### config.mk
export PLATFORM = sky130hd
export DESIGN_NAME = iter_counter
export DESIGN_NICKNAME = d
export VERILOG_FILES = /design/src/rtl/iter_pkg.sv /design/src/rtl/iter_fsm.sv /design/src/rtl/iter_counter.sv
export SDC_FILE = /design/constraint.sdc
export NUM_CORES = 1
export LEC_CHECK = 0
export CORE_MARGIN = 2
export CORE_UTILIZATION = 30
export DETAILED_ROUTE_END_ITERATION = 12
export GPL_TIMING_DRIVEN = 0
export HOLD_SLACK_MARGIN = 0.06
export PLACE_DENSITY = 0.66
export SKIP_CTS_REPAIR_TIMING = 1
export SYNTH_ARGS = -nofsm -noshare
export SYNTH_HDL_FRONTEND = slang
export SYNTH_HIERARCHICAL = 1
export SYNTH_SLANG_ARGS = --single-unit
### constraint.sdc
create_clock -name Clk -period 1.78 [get_ports Clk]
set_clock_uncertainty 0.15 [all_clocks]
set_input_delay 0.267 -clock Clk [delete_from_list [all_inputs] [get_ports Clk]]
set_output_delay 0.267 -clock Clk [all_outputs]
set_load 0.05 [all_outputs]
### src/rtl/iter_pkg.sv
// Shared types and constants for the iteration counter and its FSM.
package iter_pkg;

  typedef enum logic [1:0] {
    IDLE = 2'd0,
    RUN  = 2'd1,
    HOLD = 2'd2
  } iter_state_t;

  // Direction selectors for the DOWN parameter of iter_counter.
  localparam bit CNT_UP   = 1'b0;
  localparam bit CNT_DOWN = 1'b1;

endpackage

### src/rtl/iter_fsm.sv
// Run-control state machine for iter_counter: IDLE -> RUN -> HOLD (or
// back around RUN when auto-reloading).
module iter_fsm
  import iter_pkg::*;
#(
  parameter bit AUTO_RELOAD = 1'b0
) (
  input  logic        Clk,
  input  logic        Rst,
  input  logic        Load,
  input  logic        Abort,
  input  logic        at_target,
  output iter_state_t state,
  output logic        reload
);

  iter_state_t state_reg;
  iter_state_t state_next;

  // State register; asynchronous reset returns the counter to IDLE.
  always_ff @(posedge Clk or posedge Rst) begin
    if (Rst) begin
      state_reg <= IDLE;
    end else begin
      state_reg <= state_next;
    end
  end

  // Next state and reload request; Load outranks Abort, which outranks
  // the terminal transition. The terminal transition ignores En.
  always_comb begin
    state_next = state_reg;
    reload     = 1'b0;
    if ((state_reg == RUN) && at_target && AUTO_RELOAD) begin
      reload = 1'b1;
    end
    if (Load) begin
      state_next = RUN;
    end else if (Abort) begin
      state_next = IDLE;
    end else if ((state_reg == RUN) && at_target) begin
      state_next = AUTO_RELOAD ? RUN : HOLD;
    end
  end

  assign state = state_reg;

endmodule

### src/rtl/iter_counter.sv
// Programmable iteration counter: Load latches a terminal count, En steps
// the count toward the target, K/Done flag the terminal cycle.
module iter_counter
  import iter_pkg::*;
#(
  parameter int WIDTH       = 3,
  parameter bit DOWN        = CNT_UP,
  parameter bit AUTO_RELOAD = 1'b0
) (
  input  logic             Clk,
  input  logic             Rst,
  input  logic             Load,
  input  logic [WIDTH-1:0] Count_In,
  input  logic             En,
  input  logic             Abort,
  output logic [WIDTH-1:0] Count,
  output logic             Busy,
  output logic             K,
  output logic             Done
);

  logic [WIDTH-1:0] count_reg;
  logic [WIDTH-1:0] count_next;
  logic [WIDTH-1:0] tc_reg;
  logic [WIDTH-1:0] tc_next;
  logic [WIDTH-1:0] target;
  logic             at_target;
  logic             reload;
  iter_state_t      state;

  iter_fsm #(
    .AUTO_RELOAD(AUTO_RELOAD)
  ) u_fsm (
    .Clk       (Clk),
    .Rst       (Rst),
    .Load      (Load),
    .Abort     (Abort),
    .at_target (at_target),
    .state     (state),
    .reload    (reload)
  );

  // Terminal comparator works only on registered count and TC, so K and
  // Done have no combinational path from any input.
  always_comb begin
    target    = (DOWN == CNT_DOWN) ? '0 : tc_reg;
    at_target = (count_reg == target);
  end

  // Count/TC update; Load > Abort > reload > enabled step.
  always_comb begin
    count_next = count_reg;
    tc_next    = tc_reg;
    if (Load) begin
      tc_next    = Count_In;
      count_next = (DOWN == CNT_DOWN) ? Count_In : '0;
    end else if (Abort) begin
      count_next = '0;
    end else if (reload) begin
      count_next = (DOWN == CNT_DOWN) ? tc_reg : '0;
    end else if ((state == RUN) && !at_target && En) begin
      count_next = (DOWN == CNT_DOWN) ? (count_reg - 1'b1) : (count_reg + 1'b1);
    end
  end

  // Count and latched TC registers.
  always_ff @(posedge Clk or posedge Rst) begin
    if (Rst) begin
      count_reg <= '0;
      tc_reg    <= '0;
    end else begin
      count_reg <= count_next;
      tc_reg    <= tc_next;
    end
  end

  // Output decode from registered state.
  always_comb begin
    Count = count_reg;
    Busy  = (state == RUN);
    K     = (state != IDLE) && at_target;
    Done  = (state == RUN) && at_target;
  end

endmodule

# After elaboration in Yosys (flattened, before gate mapping)
# Index checks and enable logic that the tools add are counted.
# Widths: inputs -> output; s select.
# op_classes
addsub	1
n_eq_ne	2
n_mux	6
reduce_logical	8
# op_table
operator	n
$mux 3	3
$mux 2	3
$reduce_bool 3->1	2
$logic_and 1x1->1	4
$add 3x1->3 const B	1
$eq 3x3->1	1
$eq 2x1->1 const B	1
$reduce_bool 2->1	1
$logic_not 1->1	1
# totals
regBits	8
inputBits	8
output_inout_bits	6
word_cells	20

# Depth between registers and ports, before layout
# Gate-level depths: netlist of the first run.
# logic_depth
word_depth	7
mapped_depth	5
depth_no_buf	5

# Modules after synthesis
# Netlist of the first run, hierarchy kept.
# modules_own_cells
module	instances	cells_each	area_per_inst_um2	seq_area_each_um2
iter_counter	1	34	357.8	150.1
iter_fsm	1	10	93.8	50.0

# Worst setup path after synthesis of the first run
# Ideal clock, no wire load.
# synth_path
path_type	register to output
start	reg u_fsm.state_reg[0] (netlist: u_fsm/state[0])
end	out Done
arrival_ns	1.956
required_time_ns	1.363
slack_ns	-0.593
stages_incl_launch_ff	3
path_buffers	0
cell_sequence	dfrtp_1 > nor2b_1 > nor2b_1
# synth_via
elab_chain_cells	2
# synth_rtl
item	line	text
start, declared	iter_fsm.sv:17	iter_state_t state_reg;
start signal, assigned	iter_fsm.sv:25	state_reg <= state_next;
$eq 2x1->1	-	
via Busy	iter_counter.sv:17	output logic Busy,
$logic_and 1x1->1	iter_counter.sv:82	Done = (state == RUN) && at_target;
end, declared	iter_counter.sv:19	output logic Done
# The timed path passes the listed nets, and every way through them passes these cells.

# Worst setup path after layout of the first run
# layout_path
start	reg count_reg[1] (netlist: Count[1])
end	out Done
# layout_via
elab_chain_cells	2
# layout_rtl
item	line	text
start, declared	iter_counter.sv:22	logic [WIDTH-1:0] count_reg;
start signal, assigned	iter_counter.sv:72	count_reg <= count_next;
$eq 3x3->1	iter_counter.sv:47	at_target = (count_reg == target);
$logic_and 1x1->1	iter_counter.sv:82	
# Every way passes these cells.

==> results.ini, run 1 <==
[timing]
maxSlewHeadroom_pct = 66.4
number_of_failing_setup_endpoints_in_the_final_timing_report = 2
rsz0062_at_grt = true
finalHoldViolCount = 0
timing.final.ws_setup_ns = -0.0122
fin_crit_sh_pct = 101
timing.final.crit_period_ns = 1.79
slew_violations = 0
max_clock_freq_mhz = 558
tightestPinTransition_ns = 0.504

[layout]
area_growth_pct = 64.0
final_util_pct = 50.9
num-fill-cells = 151
fraction_of_final_layout_cells_sized_beyond_drive_strength_1_pct = 36.5
antennaDiodeCount = 0
seq_area_sq_um = 204
nNetsFinal = 73
multi_input_area_sq_um = 315

[synth]
synth.top_cell.area_share_pct = 44.3
yosys.area_share.simple_pct = 19.9
adder_and_majority_cell_fraction_of_the_synthesized_area_pct = 2.77
yosysUniqueCellTypes = 21
synth.yosys.seq_area_share_pct = 44.3
synth_compound_area_share_pct = 7.20
synth-seq-cells = 8
synth_area_sq_um = 452
mappedNetlistNets = 53
synth_top_area_cell = sky130_fd_sc_hd__dfrtp_1
synth.area.top_cells = sky130_fd_sc_hd__dfrtp_1, sky130_fd_sc_hd__mux2_2, sky130_fd_sc_hd__mux2i_1
post_synth_inst_count = 44
post_synth.cell_area_avg_sq_um = 10.3
synth_xor_xnor_area_share_pct = 5.82
synth_top_family_by_area = simple AND/OR/NAND/NOR gates
proportion_of_synthesized_area_in_mux_cells_pct = 14.1
yosys_warnings = 6

[setup_path]
timing.critical_path.slowest_cell_delay_ns = 0.46
cp-end-kind = output port
cpLargestDelayFamily = flip-flops
crit_chain = xnor2_4 -> nand3_4 -> nor2b_4 -> buf_6
timing.critical_path.fanout_max = 4
crit_path_start_kind = flop
timing_worst_setup_path_type = flop to output port
worstPathRequired_ns = 1.36
arrival_ns = 1.38
timing.critical_path.buf_inv = 1
critPathSlowestCell = sky130_fd_sc_hd__dfrtp_2
ff2ff_setup_slack_ns = 0.21

[pwr]
power.leakage_nw = 0.356
ir_drop_uv = 352
power.share.switching_pct = 29.7
share_clk_of_total_power_pct = 31.0
seq_power_share_pct = 42.5
p_sw_uw = 146
logic_pwr_share_pct = 26.5
finalPower_uw = 491
powerDensity_mw_per_mm2 = 662
cellInternalPower_uw = 345

[floorplanning]
fp.dieH_microns = 42.8
core.rowCount = 14
coreArea_sq_mm = 0.00145
pin_count = 14
die_area_sq_mm = 0.00183
initial_util_pct = 31.1
width_of_the_die_microns = 42.8

[placement]
port_buffers = 13
hpwl_after_dpl_microns = 655
globalplace.congestion = 0.686

[global_routing]
grt_antenna_before_repair = 0
pin_count_of_the_biggest_net_entering_global_routing = 7
globalRouteOverflowTotal = 0
first_pass_grt_wire_length_microns = 1570
track_usage_pct = 12.1
first_global_vias = 384

[detailed_routing]
wirelength_microns = 944
viasPerCell = 4.82
drt_first_iter_violations = 5
drt-wirelength-per-cell_microns = 11.9
drtPass1Iterations = 3
post_drt_antenna_nets = 0
route.detailed.drc = 0
dr_total_vias = 381

[clock_network]
cts-buffers-inserted = 3
clk_transition_reported_paths_ns = 0.06
clk_latency_ns = 0.26
cts_tree = built
cts.path.max_buffers = 2
clkSinkCount = 8
root_buffer = sky130_fd_sc_hd__clkbuf_4
ctsHtreeMaxLevel = 1

[run_status]
violations = setup timing
status = finished, violations left

[flow_run]
drv_cap = 0

[hold_path]
min-delay-path-class = flop to flop

layer usage:
| layer | track usage [%] | vias to the layer above | share of wire (%) |
|---|---|---|---|
| met1 | 14.0 | 180 | 41 |
| met4 | 9.38 | 0 | 1.9 |
| met3 | 4.26 | 4 | 6.8 |
| met2 | 17.9 | 13 | 50 |
| met5 | 0 | - | 0 |
| li1 | - | 184 | - |
cells in the mapped netlist, drive strengths merged:
cell type,number
inv,4
nand2b,3
a31oi,2
conb,1
ha,1
mux2i,3
nand3,1
nor2,2
dfrtp,8
mux2,3
nand4b,1
nand3b,1
nor2b,2
a21oi,1
xnor2,3
nor3,2
a31o,1
nand2,4
buf,1
worst reg2reg max path, delay by kind of cell, from the launching register on:
| family | cells | cell delay (ns) |
|---|---|---|
| simple gates | 2 | 0.18 |
| buf+inv | 2 | 0.22 |
| compound gates | 1 | 0.21 |
| flops | 1 | 0.46 |
| xor+xnor | 1 | 0.24 |
layout by cell type (no fill, tap or decap), types with 2 or more instances in the layout:
master,synthesis,routed
sky130_fd_sc_hd__buf_6,0,2
sky130_fd_sc_hd__clkdlybuf4s50_1,0,7
sky130_fd_sc_hd__nand2_1,4,4
sky130_fd_sc_hd__nand2b_1,3,3
sky130_fd_sc_hd__dfrtp_2,0,3
sky130_fd_sc_hd__inv_1,4,4
sky130_fd_sc_hd__dlymetal6s2s_1,0,3
sky130_fd_sc_hd__mux2i_1,3,3
sky130_fd_sc_hd__buf_4,1,2
sky130_fd_sc_hd__dfrtp_1,8,5
sky130_fd_sc_hd__xnor2_4,0,3
sky130_fd_sc_hd__clkbuf_4,0,3
sky130_fd_sc_hd__mux2_2,3,3
final cells by class:
type                    count  area share, %
flip-flops and latches      8           27.5
inverters                   4           2.03
plain buffers               1           1.01
well taps                  16           2.70
multi-input cells          31           42.6
clock buffers               4           3.55
repair buffers             15           20.6
power groups by stage:
stage          sequential, mW  combinational [mW]  clock (mW)
5_1_grt                 0.210               0.140       0.171
6_report                0.209               0.130       0.152
3_5_place_dp            0.207               0.112           0
3_3_place_gp            0.207               0.110           0
2_1_floorplan           0.207              0.0742           0
4_1_cts                 0.204               0.113       0.161
final timing paths:
path                           from        endpoint  cells after the start
max reg2reg                Count[1]  u_fsm/state[0]                      6
min in group asynchronous       Rst  u_fsm/state[1]                      3
min                        Count[1]        Count[1]                      2
max in group asynchronous       Rst        Count[1]                      3
min reg2reg                Count[1]        Count[1]                      2
max                        Count[1]            Done                      4
cells by family (layout without fill, tap and decap cells):
logic type / after synthesis / count (layout)
AND/OR/NAND/NOR: 16 / 16
flip-flops: 8 / 8
AO/OA/AOI/OAI: 4 / 4
adder cells (fa/ha/maj): 1 / 1
other: 1 / 1
multiplexers: 6 / 6
buffers and inverters: 5 / 24
XOR/XNOR: 3 / 3
stage by stage:
stage	instances	hold WS, ns	setup slack (ns)	instance area [sq um]	setup TNS (ns)
CTS	77	0.0317	-0.776	672	-2.27
floorplan	44	-0.142	0.0345	495	0
finish	79	0.473	-0.0122	741	-0.0200
global route	79	0.477	-0.0921	741	-0.172
global placement	73	0.303	-0.459	646	-0.949
detailed placement	73	0.304	-0.484	646	-1.01
No activity file was read; power rests on OpenSTA's default activity.
==> run 2, diff against run 1 <==
--- a/config.mk
+++ b/config.mk
@@ -11,6 +11,7 @@
 export GPL_TIMING_DRIVEN = 0
 export HOLD_SLACK_MARGIN = 0.06
 export PLACE_DENSITY = 0.66
+export REMOVE_ABC_BUFFERS = 1
 export SKIP_CTS_REPAIR_TIMING = 1
 export SYNTH_ARGS = -nofsm -noshare
 export SYNTH_HDL_FRONTEND = slang
==> run 2 against run 1 <==
  * The run now ends clean
  * Sequential share of layout area rose by 2.0 points
  * First-iteration DRC count fell by 60%
  * Sequential cell count did not move
  * Clock-buffer cell count fell by 1
  * Setup slack improved by 0.019 ns
  * Largest power group unchanged
==> results.ini, run 2 (synthesis gave the netlist of run 1 again) <==
[run_status]
status = completed

[detailed_routing]
drt_first_iter_violations = 2
dr_total_vias = 360
m1WireLength_microns = 329
route.top_layer_used = met4
drtPass1Iterations = 4
post_drt_antenna_nets = 0
wl_met2_microns = 433
met3RoutedLength_microns = 55
wirelength_microns = 824
drt-wirelength-per-cell_microns = 10.6
route.detailed.drc = 0
viasPerCell = 4.62

[pwr]
powerDensity_mw_per_mm2 = 654
cellInternalPower_uw = 330
power.leakage_nw = 0.355
p_sw_uw = 119
ir_drop_uv = 413
seq_power_share_pct = 45.5
logic_pwr_share_pct = 26.3
power.share.switching_pct = 26.5
share_clk_of_total_power_pct = 28.2

[layout]
seq_area_sq_um = 203
most_common_cell_after_layout_fill_and_taps_aside = sky130_fd_sc_hd__clkdlybuf4s50_1
fraction_of_final_layout_cells_sized_beyond_drive_strength_1_pct = 33.9
nNetsFinal = 73
top_library_cells_by_usage_in_the_layout_fill_and_taps_aside = sky130_fd_sc_hd__clkdlybuf4s50_1, sky130_fd_sc_hd__dfrtp_1, sky130_fd_sc_hd__nand2_1, sky130_fd_sc_hd__inv_1, sky130_fd_sc_hd__dlymetal6s2s_1
instances_no_fill = 78
antennaDiodeCount = 0
multi_input_area_sq_um = 262
num-fill-cells = 148
area_growth_pct = 52.1

[clock_network]
cts.path.max_buffers = 2
cts-buffers-inserted = 3
clk_latency_ns = 0.24
clk_transition_reported_paths_ns = 0.05
clkSinkCount = 8
ctsHtreeMaxLevel = 1
cts_tree = built
root_buffer = sky130_fd_sc_hd__clkbuf_4

[timing]
fin_crit_sh_pct = 99.6
maxSlewHeadroom_pct = 66.6
timing.final.ws_setup_ns = 0.00695
rsz0062_at_grt = true
number_of_failing_setup_endpoints_in_the_final_timing_report = 0
tightestPinTransition_ns = 0.501
timing.final.crit_period_ns = 1.77
finalHoldViolCount = 0
slew_violations = 0
max_clock_freq_mhz = 564

[placement]
numPlacedInstances = 72
hpwl_after_dpl_microns = 641
port_buffers = 13
globalplace.congestion = 0.698
dp_worst_setup_slack_ns = -0.439

[setup_path]
timing.critical_path.fanout_max = 5
cp-end-kind = output port
reg2reg_depth = 4
crit_path_start_kind = flop
arrival_ns = 1.36
ff2ff_setup_slack_ns = 0.34
timing_worst_setup_path_type = flop to output port
worstPathRequired_ns = 1.36
critical_path.reg2reg.startpoint = Count[0]
r2r_end = Count[0]

[floorplanning]
fp.dieH_microns = 42.8
pin_count = 14
coreArea_sq_mm = 0.00145
width_of_the_die_microns = 42.8
die_area_sq_mm = 0.00183
core.rowCount = 14
initial_util_pct = 31.1

[flow_run]
drv_cap = 0

[global_routing]
first_global_vias = 312
first_pass_grt_wire_length_microns = 1170
grt_antenna_before_repair = 0
pin_count_of_the_biggest_net_entering_global_routing = 7
globalRouteOverflowTotal = 0
track_usage_pct = 8.74

[hold_path]
min-delay-path-class = input pin to async pin

-- run 2: how the worst max path moves through the flow --
stage / start / end / cells past startpoint
2_1_floorplan: u_fsm/state[0] / Done / 2
3_3_place_gp: Count[0] / Done / 4
3_5_place_dp: Count[0] / Done / 4
4_1_cts: Count[0] / Done / 4
5_1_grt: Count[0] / Done / 4
6_report: Count[0] / Done / 4
-- run 2: per-layer routing --
| metal | vias to the layer above | track usage [%] |
|---|---|---|
| li1 | 184 | - |
| met1 | 162 | 10.3 |
| met2 | 12 | 13.6 |
| met3 | 2 | 1.28 |
| met4 | 0 | 7.50 |
| met5 | - | 0 |
-- run 2: power groups by stage --
stage	Combinational (mW)	Sequential, mW	Clock (mW)
finish	0.118	0.204	0.127
global route	0.127	0.206	0.143
CTS	0.0985	0.201	0.136
detailed placement	0.0984	0.205	0
global placement	0.0971	0.204	0
floorplan	0.0613	0.204	0
-- run 2: final cells by class --
class | count | area share [%]
Timing Repair Buffer | 16 | 24.0
Clock buffer | 3 | 3.28
Tap cell | 16 | 2.91
Multi-Input combinational cell | 31 | 38.1
Inverter | 4 | 2.19
Sequential cell | 8 | 29.5
-- run 2: worst max-delay path: stages (launching register included) --
cell	delay, ns
sky130_fd_sc_hd__dfrtp_2	0.43
sky130_fd_sc_hd__xnor2_2	0.24
sky130_fd_sc_hd__nand3_2	0.14
sky130_fd_sc_hd__nor2b_2	0.14
sky130_fd_sc_hd__buf_6	0.16
-- run 2: metrics by stage --
step                      hold slack, ns  power, mW  instance area, sq um  setup TNS (ns)  util, %
final                             0.0523      0.449                   687               0     47.2
after global routing              0.0690      0.475                   687          -0.118     47.2
after CTS                         0.0468      0.436                   617           -2.04     42.4
after detailed placement           0.311      0.303                   594          -0.898     40.9
after global placement             0.310      0.301                   594          -0.881     40.9
after floorplan                   -0.142      0.266                   444          -0.969        -
==> run 3, diff against run 2 <==
--- a/config.mk
+++ b/config.mk
@@ -5,7 +5,7 @@
 export SDC_FILE = /design/constraint.sdc
 export NUM_CORES = 1
 export LEC_CHECK = 0
-export CORE_MARGIN = 2
+export CORE_MARGIN = 1
 export CORE_UTILIZATION = 30
 export DETAILED_ROUTE_END_ITERATION = 12
 export GPL_TIMING_DRIVEN = 0
==> run 3 against run 2 <==
  * Clock power rose by 4%
  * Power up 2.9%
  * Register-to-register slack got worse by 0.13 ns
  * Sequential cell count stayed put
  * Routed wire length rose by 17%
  * Global-route usage up 3.2 points
  * Critical path depth unchanged
  * First-iteration DRC count rose to 3.0 times the previous value
  * Core utilization increased by 4.7 points
  * Cell count rose by 2.6%
  * Setup slack lost 0.0054 ns
  * Via count is 7.8% higher
  * Critical path type unchanged
  * Critical endpoint unchanged
==> results.ini, run 3 (synthesis gave the netlist of run 1 again) <==
[floorplanning]
pin_count = 14
core.rowCount = 13
die_area_sq_mm = 0.00166
fp.dieH_microns = 40.8
width_of_the_die_microns = 40.8
coreArea_sq_mm = 0.00135
initial_util_pct = 33.5

[clock_network]
clk_latency_ns = 0.25
cts-buffers-inserted = 3
root_buffer = sky130_fd_sc_hd__clkbuf_4
clkSinkCount = 8
cts_tree = built
clk_transition_reported_paths_ns = 0.05
ctsHtreeMaxLevel = 1
cts.path.max_buffers = 2

[pwr]
finalPower_uw = 462
powerDensity_mw_per_mm2 = 659
power.leakage_nw = 0.364
ir_drop_uv = 419

[detailed_routing]
route.detailed.drc = 0
dr_total_vias = 388
drtPass1Iterations = 4
post_drt_antenna_nets = 0
wirelength_microns = 962
drt_first_iter_violations = 6
drt-wirelength-per-cell_microns = 12.0
viasPerCell = 4.85

[layout]
final_util_pct = 51.9
fraction_of_final_layout_cells_sized_beyond_drive_strength_1_pct = 33.8
most_common_cell_after_layout_fill_and_taps_aside = sky130_fd_sc_hd__dfrtp_1
instances_no_fill = 80
top_library_cells_by_usage_in_the_layout_fill_and_taps_aside = sky130_fd_sc_hd__dfrtp_1, sky130_fd_sc_hd__clkdlybuf4s50_1, sky130_fd_sc_hd__buf_4
nNetsFinal = 76
antennaDiodeCount = 0
layout.cell_area.non_filler_sq_um = 701
area_growth_pct = 55.1

[hold_path]
worstHoldStart = target[0]
min-delay-path-class = flop to flop
holdPathStages = 1
min_delay_worst_endpoint = target[0]

[setup_path]
ff2ff_setup_slack_ns = 0.21
critical_path.reg2reg.startpoint = Count[2]
cp-end-kind = output port
crit_path_start_kind = flop
r2r_end = u_fsm/state[0]
timing_worst_setup_path_type = flop to output port
arrival_ns = 1.36
reg2reg_depth = 6
worstPathRequired_ns = 1.36
timing.critical_path.fanout_max = 4

[timing]
fin_crit_sh_pct = 99.9
max_clock_freq_mhz = 562
slew_violations = 0
timing.final.crit_period_ns = 1.78
fin_worst_hold_slack_ns = 0.411
finalHoldViolCount = 0
tightestPinTransition_ns = 0.502
maxSlewHeadroom_pct = 66.5
number_of_failing_setup_endpoints_in_the_final_timing_report = 0
rsz0062_at_grt = true

[run_status]
status = completed

[global_routing]
first_pass_grt_wire_length_microns = 1190
pin_count_of_the_biggest_net_entering_global_routing = 7
track_usage_pct = 11.9
first_global_vias = 299
globalRouteOverflowTotal = 0
grt_antenna_before_repair = 0

[placement]
globalplace.congestion = 0.624
hpwl_after_dpl_microns = 617
port_buffers = 13
numPlacedInstances = 71
placedInstanceArea_sq_um = 593

[flow_run]
drv_cap = 0

run 3: routing by layer:
layer / GRT usage (%) / share of wire [%] / wire, microns
met5: 0 / 0 / 0
met4: 10.0 / 2.0 / 19
met3: 4.89 / 5.2 / 50
met2: 16.4 / 49 / 469
met1: 14.1 / 44 / 423
run 3: power by group:
part / switching, mW / internal [mW] / total [mW]
combinational: 0.0607 / 0.0649 / 0.126
sequential: 0.0118 / 0.192 / 0.204
clock: 0.0556 / 0.0767 / 0.132
run 3: worst max-delay path by stage:
stage / start / end / cells after the start
finish: Count[2] / Done / 4
floorplan: u_fsm/state[0] / Done / 2
CTS: Count[2] / Done / 4
detailed placement: Count[2] / Done / 4
global route: Count[2] / Done / 4
global placement: Count[2] / Done / 4
run 3: layout make-up:
type,count,area [sq um]
repair buffers,19,183
flip-flops and latches,8,200
fillers,126,649
clock buffers,3,22.5
inverters,4,15.0
well taps,15,18.8
multi-input cells,31,262
run 3: stage by stage:
step           worst slack [ns]  TNS (ns)
2_1_floorplan            -0.593    -0.969
3_3_place_gp             -0.427    -0.859
3_5_place_dp             -0.434    -0.905
4_1_cts                  -0.710     -2.09
5_1_grt                 -0.0652   -0.0994
6_report                0.00156         0
run 3: critical path, cell delays in order, from the launching register on:
cell and delay, ns:
sky130_fd_sc_hd__dfrtp_1 0.42, sky130_fd_sc_hd__xnor2_2 0.24, sky130_fd_sc_hd__nand3_2 0.15, sky130_fd_sc_hd__nor2b_2 0.14, sky130_fd_sc_hd__buf_6 0.16
